**src/rtl/hazard_control_unit_pkg.sv**
```systemverilog
// Shared types and sizing for the pipeline sequencer.
package pipeline_ctrl_pkg;

    localparam int unsigned REG_ADDR_WIDTH = 5;

    typedef enum logic [1:0] {
        RUN,
        DRAIN,
        HALTED
    } ctrl_state_t;

    function automatic int unsigned drain_cnt_width(input int unsigned drain_cycles);
        return $clog2(drain_cycles + 1);
    endfunction

endpackage

```
**src/rtl/hazard_control_unit_if.sv**
```systemverilog
// Hazard inputs and pipeline control outputs of the sequencer.
interface hazard_control_unit_if #(
    parameter int unsigned CNT_WIDTH = 16
);
    import pipeline_ctrl_pkg::*;

    logic                      id_ex_mem_read;
    logic [REG_ADDR_WIDTH-1:0] id_ex_rd;
    logic [REG_ADDR_WIDTH-1:0] if_id_rs1;
    logic [REG_ADDR_WIDTH-1:0] if_id_rs2;
    logic                      if_id_uses_rs1;
    logic                      if_id_uses_rs2;
    logic                      if_id_is_ecall;
    logic                      branch_taken;
    logic                      mem_stall;

    logic                      mux_sel;
    logic                      load_pc;
    logic                      load_if_id_register;
    logic                      if_flush;
    logic                      id_ex_flush;
    logic                      pipe_hold;
    logic                      halted;
    logic [CNT_WIDTH-1:0]      stall_count;
    logic [CNT_WIDTH-1:0]      flush_count;

    // master: the sequencer itself
    modport master (
        input  id_ex_mem_read, id_ex_rd, if_id_rs1, if_id_rs2,
               if_id_uses_rs1, if_id_uses_rs2, if_id_is_ecall,
               branch_taken, mem_stall,
        output mux_sel, load_pc, load_if_id_register, if_flush,
               id_ex_flush, pipe_hold, halted, stall_count, flush_count
    );

    modport slave (
        output id_ex_mem_read, id_ex_rd, if_id_rs1, if_id_rs2,
               if_id_uses_rs1, if_id_uses_rs2, if_id_is_ecall,
               branch_taken, mem_stall,
        input  mux_sel, load_pc, load_if_id_register, if_flush,
               id_ex_flush, pipe_hold, halted, stall_count, flush_count
    );

endinterface

```
**src/rtl/hazard_control_unit_load_use_detector.sv**
```systemverilog
// Combinational load-use hazard compare between ID/EX and IF/ID.
module load_use_detector
    import pipeline_ctrl_pkg::*;
(
    input  logic                      id_ex_mem_read,
    input  logic [REG_ADDR_WIDTH-1:0] id_ex_rd,
    input  logic [REG_ADDR_WIDTH-1:0] if_id_rs1,
    input  logic [REG_ADDR_WIDTH-1:0] if_id_rs2,
    input  logic                      if_id_uses_rs1,
    input  logic                      if_id_uses_rs2,
    output logic                      load_use
);

    // x0 is hardwired zero, so a load targeting it never creates a hazard
    assign load_use = id_ex_mem_read && (id_ex_rd != '0) &&
                      ((if_id_uses_rs1 && (if_id_rs1 == id_ex_rd)) ||
                       (if_id_uses_rs2 && (if_id_rs2 == id_ex_rd)));

endmodule

```
**src/rtl/hazard_control_unit.sv**
```systemverilog
// Pipeline sequencer: hazard stalls, branch redirects, ECALL drain/halt
// and saturating performance counters.
module hazard_control_unit
    import pipeline_ctrl_pkg::*;
#(
    parameter int unsigned DRAIN_CYCLES = 3,
    parameter int unsigned CNT_WIDTH    = 16
) (
    input  logic                  clock,
    input  logic                  reset,
    hazard_control_unit_if.master hz
);

    localparam int unsigned DCW = drain_cnt_width(DRAIN_CYCLES);

    ctrl_state_t          state;
    logic [DCW-1:0]       drain_cnt;
    logic [CNT_WIDTH-1:0] stall_cnt;
    logic [CNT_WIDTH-1:0] flush_cnt;

    logic load_use;
    logic mux_sel_c, load_pc_c, load_if_id_c, if_flush_c, id_ex_flush_c, pipe_hold_c;
    logic redirect, stall_event, ecall_take;

    load_use_detector u_load_use_detector (
        .id_ex_mem_read (hz.id_ex_mem_read),
        .id_ex_rd       (hz.id_ex_rd),
        .if_id_rs1      (hz.if_id_rs1),
        .if_id_rs2      (hz.if_id_rs2),
        .if_id_uses_rs1 (hz.if_id_uses_rs1),
        .if_id_uses_rs2 (hz.if_id_uses_rs2),
        .load_use       (load_use)
    );

    always_comb begin
        mux_sel_c     = 1'b0;
        load_pc_c     = 1'b0;
        load_if_id_c  = 1'b0;
        if_flush_c    = 1'b0;
        id_ex_flush_c = 1'b0;
        pipe_hold_c   = 1'b0;
        redirect      = 1'b0;
        stall_event   = 1'b0;
        ecall_take    = 1'b0;
        if (!reset) begin
            if_flush_c    = 1'b1;
            id_ex_flush_c = 1'b1;
        end else begin
            case (state)
                RUN: begin
                    if (hz.mem_stall) begin
                        pipe_hold_c = 1'b1;
                        stall_event = 1'b1;
                    end else if (hz.branch_taken) begin
                        redirect = 1'b1;
                    end else if (load_use) begin
                        id_ex_flush_c = 1'b1;
                        stall_event   = 1'b1;
                    end else if (hz.if_id_is_ecall) begin
                        id_ex_flush_c = 1'b1;
                        ecall_take    = 1'b1;
                    end else begin
                        load_pc_c    = 1'b1;
                        load_if_id_c = 1'b1;
                    end
                end
                DRAIN: begin
                    id_ex_flush_c = 1'b1;
                    if (hz.mem_stall) begin
                        pipe_hold_c = 1'b1;
                        stall_event = 1'b1;
                    end else if (hz.branch_taken) begin
                        redirect = 1'b1;
                    end
                end
                default: id_ex_flush_c = 1'b1;
            endcase
            if (redirect) begin
                mux_sel_c     = 1'b1;
                load_pc_c     = 1'b1;
                load_if_id_c  = 1'b1;
                if_flush_c    = 1'b1;
                id_ex_flush_c = 1'b1;
            end
        end
    end

    always_ff @(posedge clock or negedge reset) begin
        if (!reset) begin
            state     <= RUN;
            drain_cnt <= '0;
            stall_cnt <= '0;
            flush_cnt <= '0;
        end else begin
            if (stall_event && (stall_cnt != '1))
                stall_cnt <= stall_cnt + 1'b1;
            if (redirect && (flush_cnt != '1))
                flush_cnt <= flush_cnt + 1'b1;
            case (state)
                RUN: begin
                    if (ecall_take) begin
                        state     <= (DRAIN_CYCLES == 0) ? HALTED : DRAIN;
                        drain_cnt <= DCW'(DRAIN_CYCLES);
                    end
                end
                DRAIN: begin
                    if (redirect) begin
                        state     <= RUN;
                        drain_cnt <= '0;
                    end else if (!hz.mem_stall) begin
                        drain_cnt <= drain_cnt - 1'b1;
                        if (drain_cnt == DCW'(1))
                            state <= HALTED;
                    end
                end
                default: ;
            endcase
        end
    end

    assign hz.mux_sel             = mux_sel_c;
    assign hz.load_pc             = load_pc_c;
    assign hz.load_if_id_register = load_if_id_c;
    assign hz.if_flush            = if_flush_c;
    assign hz.id_ex_flush         = id_ex_flush_c;
    assign hz.pipe_hold           = pipe_hold_c;
    assign hz.halted              = reset && (state == HALTED);
    assign hz.stall_count         = stall_cnt;
    assign hz.flush_count         = flush_cnt;

endmodule
```
**src/flat_wrapper.sv**
```systemverilog
// flat-port wrapper written by rule: the top's interface ports become plain ports
module hazard_control_unit_flat import pipeline_ctrl_pkg::*;
#(
    parameter int unsigned DRAIN_CYCLES = 3,
    parameter int unsigned CNT_WIDTH    = 16
)
  (clock, reset, hz_id_ex_mem_read, hz_id_ex_rd, hz_if_id_rs1, hz_if_id_rs2, hz_if_id_uses_rs1, hz_if_id_uses_rs2, hz_if_id_is_ecall, hz_branch_taken, hz_mem_stall, hz_mux_sel, hz_load_pc, hz_load_if_id_register, hz_if_flush, hz_id_ex_flush, hz_pipe_hold, hz_halted, hz_stall_count, hz_flush_count);
  hazard_control_unit_if #(.CNT_WIDTH(CNT_WIDTH)) hz_i ();
  input  logic clock;
  input  logic reset;
  input wire logic [$bits(hz_i.id_ex_mem_read)-1:0] hz_id_ex_mem_read;
  input wire logic [$bits(hz_i.id_ex_rd)-1:0] hz_id_ex_rd;
  input wire logic [$bits(hz_i.if_id_rs1)-1:0] hz_if_id_rs1;
  input wire logic [$bits(hz_i.if_id_rs2)-1:0] hz_if_id_rs2;
  input wire logic [$bits(hz_i.if_id_uses_rs1)-1:0] hz_if_id_uses_rs1;
  input wire logic [$bits(hz_i.if_id_uses_rs2)-1:0] hz_if_id_uses_rs2;
  input wire logic [$bits(hz_i.if_id_is_ecall)-1:0] hz_if_id_is_ecall;
  input wire logic [$bits(hz_i.branch_taken)-1:0] hz_branch_taken;
  input wire logic [$bits(hz_i.mem_stall)-1:0] hz_mem_stall;
  output wire logic [$bits(hz_i.mux_sel)-1:0] hz_mux_sel;
  output wire logic [$bits(hz_i.load_pc)-1:0] hz_load_pc;
  output wire logic [$bits(hz_i.load_if_id_register)-1:0] hz_load_if_id_register;
  output wire logic [$bits(hz_i.if_flush)-1:0] hz_if_flush;
  output wire logic [$bits(hz_i.id_ex_flush)-1:0] hz_id_ex_flush;
  output wire logic [$bits(hz_i.pipe_hold)-1:0] hz_pipe_hold;
  output wire logic [$bits(hz_i.halted)-1:0] hz_halted;
  output wire logic [$bits(hz_i.stall_count)-1:0] hz_stall_count;
  output wire logic [$bits(hz_i.flush_count)-1:0] hz_flush_count;
  assign hz_i.id_ex_mem_read = hz_id_ex_mem_read;
  assign hz_i.id_ex_rd = hz_id_ex_rd;
  assign hz_i.if_id_rs1 = hz_if_id_rs1;
  assign hz_i.if_id_rs2 = hz_if_id_rs2;
  assign hz_i.if_id_uses_rs1 = hz_if_id_uses_rs1;
  assign hz_i.if_id_uses_rs2 = hz_if_id_uses_rs2;
  assign hz_i.if_id_is_ecall = hz_if_id_is_ecall;
  assign hz_i.branch_taken = hz_branch_taken;
  assign hz_i.mem_stall = hz_mem_stall;
  assign hz_mux_sel = hz_i.mux_sel;
  assign hz_load_pc = hz_i.load_pc;
  assign hz_load_if_id_register = hz_i.load_if_id_register;
  assign hz_if_flush = hz_i.if_flush;
  assign hz_id_ex_flush = hz_i.id_ex_flush;
  assign hz_pipe_hold = hz_i.pipe_hold;
  assign hz_halted = hz_i.halted;
  assign hz_stall_count = hz_i.stall_count;
  assign hz_flush_count = hz_i.flush_count;
  hazard_control_unit #(.DRAIN_CYCLES(DRAIN_CYCLES), .CNT_WIDTH(CNT_WIDTH)) u_core (.clock(clock), .reset(reset), .hz(hz_i));
endmodule
```
**config.mk**
```make
export PLATFORM = sky130hd
export DESIGN_NAME = hazard_control_unit_flat
export DESIGN_NICKNAME = d
export VERILOG_FILES = /design/src/rtl/hazard_control_unit_pkg.sv /design/src/rtl/hazard_control_unit_if.sv /design/src/rtl/hazard_control_unit_load_use_detector.sv /design/src/rtl/hazard_control_unit.sv /design/src/flat_wrapper.sv
export SDC_FILE = /design/constraint.sdc
export NUM_CORES = 1
export LEC_CHECK = 0
export ABC_AREA = 0
export BUFFER_PORTS_ARGS = -buffer_cell sky130_fd_sc_hd__buf_2
export CAP_MARGIN = 25
export CORE_ASPECT_RATIO = 2
export CORE_UTILIZATION = 45
export CTS_CLUSTER_DIAMETER = 40
export CTS_CLUSTER_SIZE = 12
export DETAILED_ROUTE_END_ITERATION = 16
export GPL_TIMING_DRIVEN = 1
export PLACE_DENSITY = 0.84
export SLEW_MARGIN = 15
export SYNTH_ARGS = -nofsm -noshare
export SYNTH_HDL_FRONTEND = slang
export SYNTH_SLANG_ARGS = --single-unit
```
**constraint.sdc**
```tcl
create_clock -name clock -period 2 [get_ports clock]
set_input_delay 0.1 -clock clock [delete_from_list [all_inputs] [get_ports clock]]
set_output_delay 0.1 -clock clock [all_outputs]
set_load 0.02 [all_outputs]
```
# [Word-level counts from Yosys, hierarchy flattened]
# Index checks and enable logic that the tools add are counted.
[word_totals] regBits=36 output_inout_bits=39
[classes] addsub=3 n_eq_ne=10 mux=44 n_reduce_logical=14
[ops] cell="$mux W1" n=34
[ops] cell="$add A16 B1 Y16 const B" n=2
[ops] cell="$ne A16 B16 Y1 const B" n=2
[ops] cell="$mux W2" n=7
[ops] cell="$eq A5 B5 Y1" n=2
[ops] cell="$pmux W2 S2" n=2
[ops] cell="$logic_and A1 B1 Y1" n=7
[ops] cell="$reduce_bool A5 Y1" n=1
[ops] cell="$eq A2 B1 Y1 const B" n=2
[ops] cell="$reduce_and A4 Y1" n=1
[ops] cell="$ne A3 B1 Y1 const B" n=1
[ops] cell="$ne A3 B2 Y1 const B" n=1
[ops] cell="$reduce_and A3 Y1" n=1
[ops] cell="$eq A2 B2 Y1 const B" n=1
[ops] cell="$logic_not A2 Y1" n=1
[ops] cell="$ne A2 B1 Y1 const B" n=1
[ops] cell="$pmux W1 S2" n=1
[ops] cell="$reduce_bool A2 Y1" n=1
[ops] cell="$reduce_or A2 Y1" n=1
[ops] cell="$sub A2 B1 Y2 const B" n=1
[ops] cell="$logic_or A1 B1 Y1" n=1

# [Depth between registers and ports, before layout]
# Gate-level depths: netlist of run 1.
[logic_depth] depth_word=11 depth_mapped=9

# [Hierarchy]
# From an unflattened synthesis of run 1, not the netlist that was laid out.
[hier_totals] cells_unflattened=188 area_unflattened_um2=1924.3
[by_module_without_submodules] module="hazard_control_unit" instances=1 cells_each=171 area_per_inst_um2=1790.5
[by_module_without_submodules] module="load_use_detector" instances=1 cells_each=17 area_per_inst_um2=133.9

# [Least setup slack after synthesis of run 1]
# No wires, ideal clock.
[synth_path] path_type="input to output" from="in hz_id_ex_rd[0]" to="out hz_load_pc" arrival_ps=2097 t_required_ps=1900 slack_ps=-197 path_stages=6 path_cell_list="or4_4 > o21ai_2 > nor2b_1 > or4_4 > o31ai_1 > buf_4"
[synth_via] elab_chain_cells=10
[synth_lines] item="from (decl)" line_no="flat_wrapper.sv:12" source="input wire logic [$bits(hz_i.id_ex_rd)-1:0] hz_id_ex_rd;"
[synth_lines] item="$eq A5 B5 Y1 (on tied branches)" line_no="hazard_control_unit_load_use_detector.sv:16, hazard_control_unit_load_use_detector.sv:17"
[synth_lines] item="$logic_and A1 B1 Y1 (on tied branches)" line_no="hazard_control_unit_load_use_detector.sv:16, hazard_control_unit_load_use_detector.sv:17"
[synth_lines] item="$logic_or A1 B1 Y1" line_no="hazard_control_unit_load_use_detector.sv:16" source="((if_id_uses_rs1 && (if_id_rs1 == id_ex_rd)) ||"
[synth_lines] item="$logic_and A1 B1 Y1 (*)" line_no="hazard_control_unit_load_use_detector.sv:15" source="assign load_use = id_ex_mem_read && (id_ex_rd != '0) &&"
[synth_lines] item="$mux W1 (*) (6 in series)"
[synth_lines] item="to (decl)" line_no="flat_wrapper.sv:21" source="output wire logic [$bits(hz_i.load_pc)-1:0] hz_load_pc;"
# Every way passes the cells marked *; elsewhere a longest branch is shown, timed or not.

# [Worst setup path after layout of run 1]
[layout_path] from="reg u_core.state[0]" to="out hz_load_if_id_register"
[layout_via] elab_chain_cells=6
[layout_lines] item="from (decl)" line_no="hazard_control_unit.sv:16" source="ctrl_state_t state;"
[layout_lines] item="from (signal assigned)" line_no="hazard_control_unit.sv:102" source="state <= (DRAIN_CYCLES == 0) ? HALTED : DRAIN;"
[layout_lines] item="$eq A2 B1 Y1 / $logic_not A2 Y1 (equally long branches)" line_no="hazard_control_unit.sv:49" source="case (state)"
[layout_lines] item="$reduce_or A2 Y1 (no line)"
[layout_lines] item="$mux W1"
[layout_lines] item="$mux W1" line_no="hazard_control_unit.sv:45" source="if (!reset) begin"
[layout_lines] item="$mux W1 (*)" line_no="hazard_control_unit.sv:78" source="if (redirect) begin"
[layout_lines] item="$mux W1 (*)" line_no="hazard_control_unit.sv:45"
[layout_lines] item="to (decl)" line_no="flat_wrapper.sv:22" source="output wire logic [$bits(hz_i.load_if_id_register)-1:0] hz_load_if_id_register;"
# Every way passes the cells marked *; elsewhere a longest branch is shown, timed or not. The select of a mux whose other input is x is not followed.

==> results.cfg, run 1 <==
[drt]
drc = 0
dr.pass1.iters = 4
vias = 1614
vias_per_cell = 5.190
wl_per_cell_um = 13.35
wirelength_um = 4152
drtIter0Drc = 21
drtAntennaViolNets = 0

[global_route]
grt_use_total_pct = 20.52
gr-usage-met3_pct = 3.899
grt_pass1_vias = 1635
grt_max_degree = 25
grt_overflow = 0
gr-usage-met2_pct = 37.21
gr-max-usage-layer = met2
use_met1_pct = 19.95
antenna_found_initial = 0
grt_pass1_wl_um = 6520

[cts]
clk_latency_ns = 0.29
clk_pin_slew_worst_paths_ns = 0.07
cts_tree = built
htreeDepth = 2
cts_buffers = 5
postCtsSetupBuffers = 0
root_buffer = clkbuf_8
clockBufferDepth = 2
cts_sinks = 36

[yosys]
synth-seq-area-share_pct = 48.71
synthTopCellsByCount = dfrtp_1, xnor2_1, nand2_1
synth_cells = 183
synth_area_mm2 = 0.001849
synth.avg_cell_area_um2 = 10.11
async_flop_share_pct = 100.0
ys_seq_elements = 36
synth_top_area_share_pct = 48.71
synth-edff-count = 0
synth_area_leader_cell = dfrtp_1
ys_warn_count = 0
synth_cell_types = 30
synth_area_leaders = dfrtp_1, xnor2_1, nand2_1
synth-main-ff-cell = dfrtp_1
synth_nets = 209

[floorplan]
ios = 62
rows = 32
die-width_um = 47.33
start_util_pct = 47.62
dieHeight_um = 92.66
core_region_area_mm2 = 0.003884
die_area_mm2 = 0.004386

[status]
status = finished, final reports clean

[cells_and_area]
antennaDiodeCount = 0
syn_to_final_growth_pct = 32.48
ff_latch_area_um2 = 904.6
final_nets = 285
final.fill_count = 340
fin_cells = 311
multi_input_area_um2 = 933.4
drive_gt1_share_pct = 35.77

[sta]
setup_viol = 0
hold_slack_ns = 0.2168
drv_slew = 0
hold_viol = 0
max_freq_ghz = 0.5271
worst_pin_slew_ns = 0.3144
fin_crit_ns = 1.897
clock_skew_ns = 0.007130
maxSlewHeadroom_pct = 78.75
post-route-period-util_pct = 94.86
finalWorstSetupSlack_ns = 0.1028

[placed_design]
pre_cts_slack_ns = 0.03953
io_buffers = 61
placed_cells = 302
gp_congestion = 0.8339
dp_hpwl_um = 3219

[critical_path]
end_kind = output port
worst-setup-path-type = register to output port
critical_path_required_ns = 1.90
cp-start-kind = register
cp.arrival_ns = 1.80
crit_fanout = 6

[power_and_ir_drop]
cellPowerDensity_mw_per_mm2 = 596.8
p_leak_nw = 1.258
max-vdd-ir-drop_v = 0.0006592

[job]
maxCapViolCount = 0

[min_path]
hold_class = input port to register
## sequential cells by signal, indices dropped and copies added, names as in the netlist
name and count:
u_core.drain_cnt 2, u_core.state 2, u_core.hz.stall_count 16, u_core.hz.flush_count 16
## final timing paths
kind                                          startpoint                        end  slack, ns  cells past startpoint
worst max-delay path                     u_core.state[0]     hz_load_if_id_register       0.10                      4
worst min-delay path                   hz_if_id_is_ecall            u_core.state[0]       0.22                      4
worst max register to register  u_core.hz.flush_count[4]  u_core.hz.flush_count[15]       0.12                      7
worst min register to register  u_core.hz.flush_count[7]   u_core.hz.flush_count[7]       0.49                      1
max in group asynchronous                          reset   u_core.hz.flush_count[5]       1.35                      3
min in group asynchronous                          reset   u_core.hz.stall_count[8]       0.34                      3
## worst max-delay path, stage by stage (launching register included)
cell      delay (ns)
dfrtp_1         0.43
nand2b_1        0.20
or4_4           0.52
o31ai_4         0.19
buf_4           0.18
## layout by cell type, fill, tap and decap left out, types with 3 or more instances in the layout
cell type	Yosys	layout
xor2_1	4	4
dfrtp_1	36	33
clkbuf_8	0	5
dfrtp_2	0	3
xnor2_1	36	36
nand3_1	13	13
buf_4	1	13
nand2_1	25	25
inv_1	6	6
and3_1	9	9
ha_1	3	3
nand4_1	11	11
buf_2	0	59
nor2_1	8	7
a21oi_1	3	3
## timing repair
action,in CTS,in global routing
gates resized for setup,0,5
hold buffers,1,0
endpoints found under the setup margin,0,3
hold endpoints to repair,36,0
## per-layer routing
layer  routed length [µm]  vias to the layer above
met5                    0                        -
met4                   80                        0
met3                  180                        6
met2                 2285                       56
met1                 1605                      773
li1                     -                      779
## through the flow
| stage | total power, mW | TNS, ns | instance area [µm²] | utilization, % |
|---|---|---|---|---|
| CTS | 1.486 | 0 | 2427 | 62.50 |
| global route | 1.513 | -0.006899 | 2450 | 63.08 |
| finish | 1.462 | 0 | 2450 | 63.08 |
| detailed placement | 0.8410 | 0 | 2306 | 59.38 |
| floorplan | 0.7790 | 0 | 1871 | - |
| global placement | 0.8377 | 0 | 2306 | 59.38 |
## cell families after synthesis
family          Yosys count  synth area share, %
simple gates             80                22.46
xor+xnor                 40                18.94
flops                    36                48.71
compound gates           12                4.804
buf+inv                  11                2.436
fa+ha+maj                 3                2.030
mux                       1               0.6089
## power breakdown
group          switching (mW)  internal [mW]
combinational          0.0527         0.0432
sequential            0.00194          0.730
clock                   0.266          0.369
total                   0.321           1.14
## cell type report
cell class | instances | share of cell area [%]
multi-input cells | 136 | 38.10
flip-flops and latches | 36 | 36.93
repair buffers | 74 | 16.90
inverters | 6 | 0.9193
well taps | 51 | 2.605
clock buffers | 5 | 2.809
clock inverters | 3 | 1.736
No activity file was read; power rests on OpenSTA's default activity.
==> run 2, diff against run 1 <==
--- a/config.mk
+++ b/config.mk
@@ -7,14 +7,13 @@
 export LEC_CHECK = 0
 export ABC_AREA = 0
 export BUFFER_PORTS_ARGS = -buffer_cell sky130_fd_sc_hd__buf_2
-export CAP_MARGIN = 25
 export CORE_ASPECT_RATIO = 2
 export CORE_UTILIZATION = 45
-export CTS_CLUSTER_DIAMETER = 40
 export CTS_CLUSTER_SIZE = 12
 export DETAILED_ROUTE_END_ITERATION = 16
 export GPL_TIMING_DRIVEN = 1
 export PLACE_DENSITY = 0.84
+export REMOVE_ABC_BUFFERS = 1
 export SLEW_MARGIN = 15
 export SYNTH_ARGS = -nofsm -noshare
 export SYNTH_HDL_FRONTEND = slang
==> run 2 against run 1 <==
Net effect: sequential share of layout area is 0.50 points higher; die area stayed put; critical endpoint unchanged; maximum frequency is 0.77% lower; core utilization is 1.1 points lower; sequential cell count stayed put; combinational power hardly changed.
==> results.cfg, run 2 (synthesis gave the netlist of run 1 again) <==
[status]
status = finished, final reports clean

[sta]
finalWorstSetupSlack_ns = 0.08803
fin_crit_ns = 1.912
max_freq_ghz = 0.5230
worst_pin_slew_ns = 0.3535
hold_viol = 0
post-route-period-util_pct = 95.60
drv_slew = 0
maxSlewHeadroom_pct = 76.43
setup_viol = 0
clock_skew_ns = 0.005526
setup_tns_ns = 0

[cells_and_area]
fin_cells = 309
drive_gt1_share_pct = 34.50
ff_latch_area_um2 = 900.9
syn_to_final_growth_pct = 30.18
antennaDiodeCount = 0
multi_input_area_um2 = 920.9
final_common_cell = buf_2
final_area_mm2 = 0.002407
final_nets = 284
final_cell_mix = buf_2, xnor2_1, dfrtp_1, nand2_1
final.fill_count = 363
fin_util_pct = 61.98

[critical_path]
worst-setup-path-type = register to output port
end_kind = output port
path_depth = 4
path_cells = nand2b_1, or4_4, o31ai_4, buf_4
path_buf_inv = 1
crit_start = u_core.state[0]
cp-start-kind = register
critical_path.slowest_cell = or4_4
crit_fanout = 6
cp.arrival_ns = 1.81
rr_worst_depth = 8
rr_startpoint = u_core.hz.stall_count[1]
critical-path-top-delay-family = simple AND/OR/NAND/NOR gates
critical_path.max_stage_delay_ns = 0.52
critical_path_required_ns = 1.90

[floorplan]
rows = 32
ios = 62
core_region_area_mm2 = 0.003884
die_area_mm2 = 0.004386
start_util_pct = 47.62
die-width_um = 47.33
dieHeight_um = 92.66

[power_and_ir_drop]
seqPwrFrac_pct = 53.1
p_leak_nw = 1.251
p_sw_share_pct = 21.68
clkPwrFrac_pct = 40.0
max-vdd-ir-drop_v = 0.0004782
combPwrFrac_pct = 7.0
p_int_mw = 1.080
switchingPower_uw = 298.9
cellPowerDensity_mw_per_mm2 = 572.7

[global_route]
gr-usage-met3_pct = 4.483
gr-usage-met2_pct = 38.58
grt_pass1_wl_um = 6527
antenna_found_initial = 0
grt_pass1_vias = 1589
grt_overflow = 0
use_met1_pct = 19.74
grt_use_total_pct = 20.80
grt_max_degree = 29
gr-max-usage-layer = met2

[cts]
clk_pin_slew_worst_paths_ns = 0.07
cts_buffers = 5
clockBufferDepth = 2
htreeDepth = 2
cts_sinks = 36
postCtsSetupBuffers = 0
cts_tree = built
root_buffer = clkbuf_8
clk_latency_ns = 0.28

[drt]
dr.pass1.iters = 4
wirelength_um = 4120
drc = 0
drtIter0Drc = 14
vias = 1592
drtAntennaViolNets = 0
wl_per_cell_um = 13.33
vias_per_cell = 5.152

[min_path]
worstHoldPathCells = 4
worstHoldStart = hz_mem_stall
hold_class = input port to register

[job]
maxCapViolCount = 0

[placed_design]
placed_cells = 301
io_buffers = 61
pre_cts_slack_ns = 0.01925
gp_congestion = 0.7858
post_dp_cell_area_mm2 = 0.002278
dp_hpwl_um = 3174
run 2: worst reg2reg max path: cells and delay by family, from the launching register on:
kind	cells	cell delay (ns)
buffers and inverters	2	0.28
AND/OR/NAND/NOR	4	0.53
adder cells (fa/ha/maj)	1	0.20
multiplexers	1	0.35
flip-flops	1	0.40
run 2: area by class of cell:
| class | count | area share (%) |
|---|---|---|
| flip-flops and latches | 36 | 37.42 |
| repair buffers | 73 | 16.74 |
| multi-input cells | 136 | 38.25 |
| clock buffers | 7 | 4.002 |
| inverters | 6 | 0.9356 |
| well taps | 51 | 2.651 |
run 2: power groups by stage:
stage	logic, mW	registers [mW]	clock network, mW
after floorplan	0.0316	0.747	0
after global placement	0.0924	0.745	0
after detailed placement	0.0943	0.746	0
after CTS	0.0962	0.732	0.567
after global routing	0.108	0.731	0.595
final	0.0961	0.732	0.551
run 2: stage by stage:
stage          power [mW]  hold WS (ns)
3_5_place_dp       0.8399        0.1115
5_1_grt             1.434        0.2433
4_1_cts             1.395        0.1842
2_1_floorplan      0.7791       -0.1956
3_3_place_gp       0.8378        0.1154
6_report            1.379        0.2307
run 2: worst paths after layout:
kind	end	slack [ns]
setup / recovery	hz_load_if_id_register	0.09
hold / removal	u_core.state[1]	0.23
setup reg to reg	u_core.hz.stall_count[1]	0.14
hold reg to reg	u_core.hz.flush_count[3]	0.49
max in group asynchronous	u_core.hz.flush_count[1]	1.29
min in group asynchronous	u_core.state[0]	0.35
run 2: metal layers:
layer | share of wire (%) | routed length (µm)
met5 | 0 | 0
met4 | 1.6 | 65
met3 | 4.6 | 190
met2 | 58 | 2390
met1 | 36 | 1474
run 2: timing repair:
item                                   CTS  global route
setup endpoints to repair                0             8
hold buffers                             1             0
endpoints found under the hold margin   36             0
gates resized for setup                  0             7
